$ cat config.mk
export PLATFORM = sky130hd
export DESIGN_NAME = ex_flag_stage
export DESIGN_NICKNAME = d
export VERILOG_FILES = /design/src/rtl/ex_flag_stage.sv
export SDC_FILE = /design/constraint.sdc
export NUM_CORES = 1
export LEC_CHECK = 0
export BUFFER_PORTS_ARGS = -buffer_cell sky130_fd_sc_hd__buf_2
export CORE_MARGIN = 2
export CORE_UTILIZATION = 23
export DETAILED_ROUTE_END_ITERATION = 8
export PLACE_DENSITY = 0.47
export SLEW_MARGIN = 20
export SYNTH_ARGS = -nofsm -noshare
export SYNTH_HDL_FRONTEND = slang
export SYNTH_SLANG_ARGS = --single-unit
export TNS_END_PERCENT = 5
$ cat constraint.sdc
create_clock -name clk -period 2.8 [get_ports clk]
set_input_delay 0.28 -clock clk [delete_from_list [all_inputs] [get_ports clk]]
set_output_delay 0.28 -clock clk [all_outputs]
set_load 0.01 [all_outputs]
$ cat src/rtl/ex_flag_stage.sv
// Execute-to-memory boundary stage.
// Registers the execute result and its writeback sideband, keeps the
// architectural Z/V/N flags, counts retired instructions and latches halt.
// The branch condition for the op in decode is evaluated against the
// registered flags only. The hazard unit stalls decode behind flag writers,
// so no same-cycle flag bypass is needed.
module ex_flag_stage #(
    parameter int DATA_W = 16,
    parameter int CNT_W  = 16
) (
    input  logic              clk,
    input  logic              rst,
    input  logic              stall,
    input  logic              flush,
    input  logic              in_valid,
    input  logic [3:0]        op,
    input  logic [DATA_W-1:0] result,
    input  logic              ovfl,
    input  logic [3:0]        dst_reg,
    input  logic              reg_write,
    input  logic [2:0]        cond,
    output logic              out_valid,
    output logic [DATA_W-1:0] out_result,
    output logic [3:0]        out_dst_reg,
    output logic              out_reg_write,
    output logic              flag_z,
    output logic              flag_v,
    output logic              flag_n,
    output logic              branch_taken,
    output logic              halted,
    output logic [CNT_W-1:0]  retired_cnt
);

    // Opcodes that matter to this stage.
    localparam logic [3:0] OP_ADD = 4'b0000;
    localparam logic [3:0] OP_SUB = 4'b0001;
    localparam logic [3:0] OP_XOR = 4'b0010;
    localparam logic [3:0] OP_SLL = 4'b0100;
    localparam logic [3:0] OP_SRA = 4'b0101;
    localparam logic [3:0] OP_ROR = 4'b0110;
    localparam logic [3:0] OP_HLT = 4'b1111;

    // Branch condition codes.
    localparam logic [2:0] CC_NEQ    = 3'b000;
    localparam logic [2:0] CC_EQ     = 3'b001;
    localparam logic [2:0] CC_GT     = 3'b010;
    localparam logic [2:0] CC_LT     = 3'b011;
    localparam logic [2:0] CC_GTE    = 3'b100;
    localparam logic [2:0] CC_LTE    = 3'b101;
    localparam logic [2:0] CC_OVFL   = 3'b110;
    localparam logic [2:0] CC_UNCOND = 3'b111;

    // An op retires only when it is real, the machine is running, and the
    // stage is neither flushed nor stalled this cycle. A flushed op is
    // therefore never accepted, so flush and normal edges share one path.
    logic accept;
    logic cnt_full;

    assign accept   = in_valid & ~halted & ~flush & ~stall;
    assign cnt_full = (retired_cnt == {CNT_W{1'b1}});

    // Pipeline register: result, destination and write-enable sideband.
    // NOTE: sequential state uses non-blocking assignments so every register
    // in the stage samples pre-edge values regardless of statement order.
    always_ff @(posedge clk) begin
        if (rst) begin
            out_valid     <= 1'b0;
            out_result    <= '0;
            out_dst_reg   <= '0;
            out_reg_write <= 1'b0;
        end else if (flush || !stall) begin
            // Bubble unless accepted; write enable never outlives valid.
            out_valid     <= accept;
            out_reg_write <= accept & reg_write;
            if (accept) begin
                out_result  <= result;
                out_dst_reg <= dst_reg;
            end
        end
    end

    // Architectural flags: arithmetic ops set Z/N/V, logic/shift ops set Z only.
    always_ff @(posedge clk) begin
        if (rst) begin
            flag_z <= 1'b0;
            flag_v <= 1'b0;
            flag_n <= 1'b0;
        end else if (accept) begin
            case (op)
                OP_ADD, OP_SUB: begin
                    flag_z <= (result == '0);
                    flag_n <= result[DATA_W-1];
                    flag_v <= ovfl;
                end
                OP_XOR, OP_SLL, OP_SRA, OP_ROR: begin
                    flag_z <= (result == '0);
                end
                default: ;
            endcase
        end
    end

    // Sticky halt and saturating retired-instruction counter.
    always_ff @(posedge clk) begin
        if (rst) begin
            halted      <= 1'b0;
            retired_cnt <= '0;
        end else if (accept) begin
            if (op == OP_HLT) begin
                halted <= 1'b1;
            end
            if (!cnt_full) begin
                retired_cnt <= retired_cnt + 1'b1;
            end
        end
    end

    // Branch condition evaluated against the registered flags only.
    // NOTE: assigning a default before the case keeps this purely
    // combinational; a missed path would otherwise infer a latch.
    always_comb begin
        branch_taken = 1'b0;
        case (cond)
            CC_NEQ:    branch_taken = ~flag_z;
            CC_EQ:     branch_taken = flag_z;
            CC_GT:     branch_taken = ~flag_z & ~flag_n;
            CC_LT:     branch_taken = flag_n;
            CC_GTE:    branch_taken = flag_z | (~flag_z & ~flag_n);
            CC_LTE:    branch_taken = flag_n | flag_z;
            CC_OVFL:   branch_taken = flag_v;
            CC_UNCOND: branch_taken = 1'b1;
            default:   branch_taken = 1'b0;
        endcase
    end

endmodule

==> impl_results.md <==
* Root buf cell: clkbuf_8
* Worst-Margin Slew at 519.9 ps
* Ports at 77
* Cts-stage hold buffer count at 0
* RSZ-0062 raised after global routing: no
* Antenna fix cells at 0
* HPWL after DPL at 3851 um
* Max Buffers Root-to-Sink at 2
* Fill cells at 870
* Critical path type: register to register
* Slowest-stage cell, CP: or4b_1
* Gr ovfl total at 0
* Warnings from Yosys at 0
* FF+latch count, synth at 42
* Total CTS buffers at 5
* Worst path cell trace: or4b_1, nor4_1, nor4b_1, a211oi_1
* Post-synth EDFFs at 0
* Nets at 340
* Max cap viols at 0
* WP data required at 2950 ps
* H-tree levels at 2
* Largest net degree at the start of global routing at 27
* Status: finished, final reports clean
* Startpoint Class: register
* # Post-CTS Setup Buffers at 0
* Die width at 94.43 um
* Antenna Nets Post-Route at 0
* Post-CTS resize count at 0
* Normalized max-slew margin at 0.6534
* Syn_area_per_cell at 8.176 um2
* Post-Syn Instances at 230
* Register area share after synthesis at 0.4471
* Initial Utilization at 0.2409
* Final hold violations at 0
* Async SR Flop Fraction at 0
* Post-Synthesis Net Count at 265
* CTS tree: yes
* Clock latency at the later pin of the worst-skew pair at 290 ps
* PwrDens at 443.5 nW/um2
* Die Ht at 94.43 um
* Die area at 8916 um2
* Worst setup EP type: register
* LEAKAGE at 0.9942 nW
* Fraction of layout cells with a size suffix above 1 at 0.3082
* Final WL at 5219 um
* DR vias/cell at 4.850
* Antenna violations before repair at 0
* Slew Viols, Final at 0
* Critical Path Fanout Max at 15
* Synth Cell Area at 1881 um2
* Clock-pin slew on the worst setup and hold paths at 80 ps
* Register area at 840.8 um2
* Most frequent cells in the layout: buf_2, nand2_1, dfxtp_1
* FMAX at 459.0 MHz
* I/O Buffers at 76
* Setup violations, final at 0
* Top_reg_cell synth: dfxtp_1
* DRC Markers at 0
* Maximum vdd drop at 0.2255 mV
* Layout area overhead at 30.61%
* # rows at 32
* Hold crit path type: input port to register
* Critical Path AT at 2330 ps
* Setup tns final at 0 ps
* Clock sink count at 42
* First-pass GRT wire length at 8652 um
* Gpl congestion at 0.7710
* WL/cell at 12.82 um
* Vias in the first global route at 1,860
* Power Total at 1.089 mW
* Drt initial violations at 70
* CP bufs+invs at 0
* Period Utilization, post-route at 0.7781
* Overall Global Routing Usage at 0.1229
* Post-layout min period at 2179 ps
* Family with the most delay on the worst path: simple AND/OR/NAND/NOR gates
* Largest stage delay, worst path at 810 ps
* Core ar. at 7807 um2
* DRT Pass-1 Iters at 4
* Netlist cell types at 39
* Multi-input gate area at 982.2 um2
* Commonest non-fill, non-tap cell in the layout: buf_2
* Via count at 1,974
* Fin Clk Skew at 8.594 ps
[report_power, final]
group	switching (mW)	internal, mW
combinational	0.0559	0.0422
sequential	0.00646	0.608
clock	0.205	0.171
[Yosys cell counts (2+ instances only)]
cell / number / area [um2]
nand2_1: 45 / 168.9
dfxtp_1: 42 / 840.8
a21oi_1: 33 / 165.2
nor2_1: 15 / 56.30
clkbuf_1: 12 / 45.04
nand3_1: 7 / 35.03
nand4_1: 7 / 43.79
nor4_1: 7 / 43.79
nor3_1: 5 / 25.02
o21ai_0: 5 / 25.02
or3_1: 5 / 31.28
and4_1: 4 / 35.03
mux2_2: 4 / 45.04
a211oi_1: 3 / 22.52
and3_1: 3 / 18.77
mux2i_1: 3 / 30.03
nor2b_1: 3 / 18.77
a311oi_1: 2 / 17.52
inv_1: 2 / 7.510
nor3b_1: 2 / 15.01
nor4b_1: 2 / 17.52
or4_1: 2 / 15.01
[stage by stage]
step	utilization	setup WS (ps)	hold WS, ps	instance area, um2	std cells
floorplan	-	842.6	416.0	1881	230
global placement	0.3043	620.2	439.6	2376	400
detailed placement	0.3043	585.8	445.7	2376	400
CTS	0.3146	604.1	209.3	2456	407
global route	0.3146	457.9	210.2	2456	407
finish	0.3146	621.2	220.7	2456	407
[cell type report]
type                            instances  area share
Multi-Input combinational cell        173      0.3999
Sequential cell                        42      0.3423
Timing Repair Buffer                   81      0.1701
Tap cell                              102     0.05196
Clock buffer                            6     0.02955
Clock inverter                          1    0.003057
Inverter                                2    0.003057
[path summary, 6_finish.rpt]
kind / from / endpoint / slack [ps] / cells after the start
worst max-delay path: halted$_SDFFE_PP0P_ / retired_cnt[15]$_SDFFE_PP0P_ / 620 / 4
worst min register to register: out_dst_reg[1]$_SDFFE_PP0P_ / out_dst_reg[1]$_SDFFE_PP0P_ / 450 / 2
worst min-delay path: dst_reg[1] / out_dst_reg[1]$_SDFFE_PP0P_ / 220 / 3
worst max register to register: halted$_SDFFE_PP0P_ / retired_cnt[15]$_SDFFE_PP0P_ / 620 / 4
[cells by family (layout without fill, tap and decap cells)]
family                   after synthesis  count (layout)  share of synthesized area
AND/OR/NAND/NOR                      112             112                     0.3100
AO/OA/AOI/OAI                         52              52                     0.1604
flip-flops                            42              42                     0.4471
buffers and inverters                 15              90                    0.03060
multiplexers                           7               7                    0.03992
adder cells (fa/ha/maj)                2               2                    0.01198
[per-layer routing]
metal / track usage / vias to the layer above / wire, um
met5: 0 / - / 0
met4: 0.04106 / 0 / 48
met3: 0.04070 / 5 / 371
met2: 0.2101 / 62 / 2501
met1: 0.1447 / 920 / 2298
li1: - / 987 / -
[worst register-to-register path, stage by stage (launching register included)]
cell and delay (ps):
dfxtp_1 360, or4b_1 810, nor4_1 470, nor4b_1 290, a211oi_1 120
No activity file was read; power rests on OpenSTA's default activity.
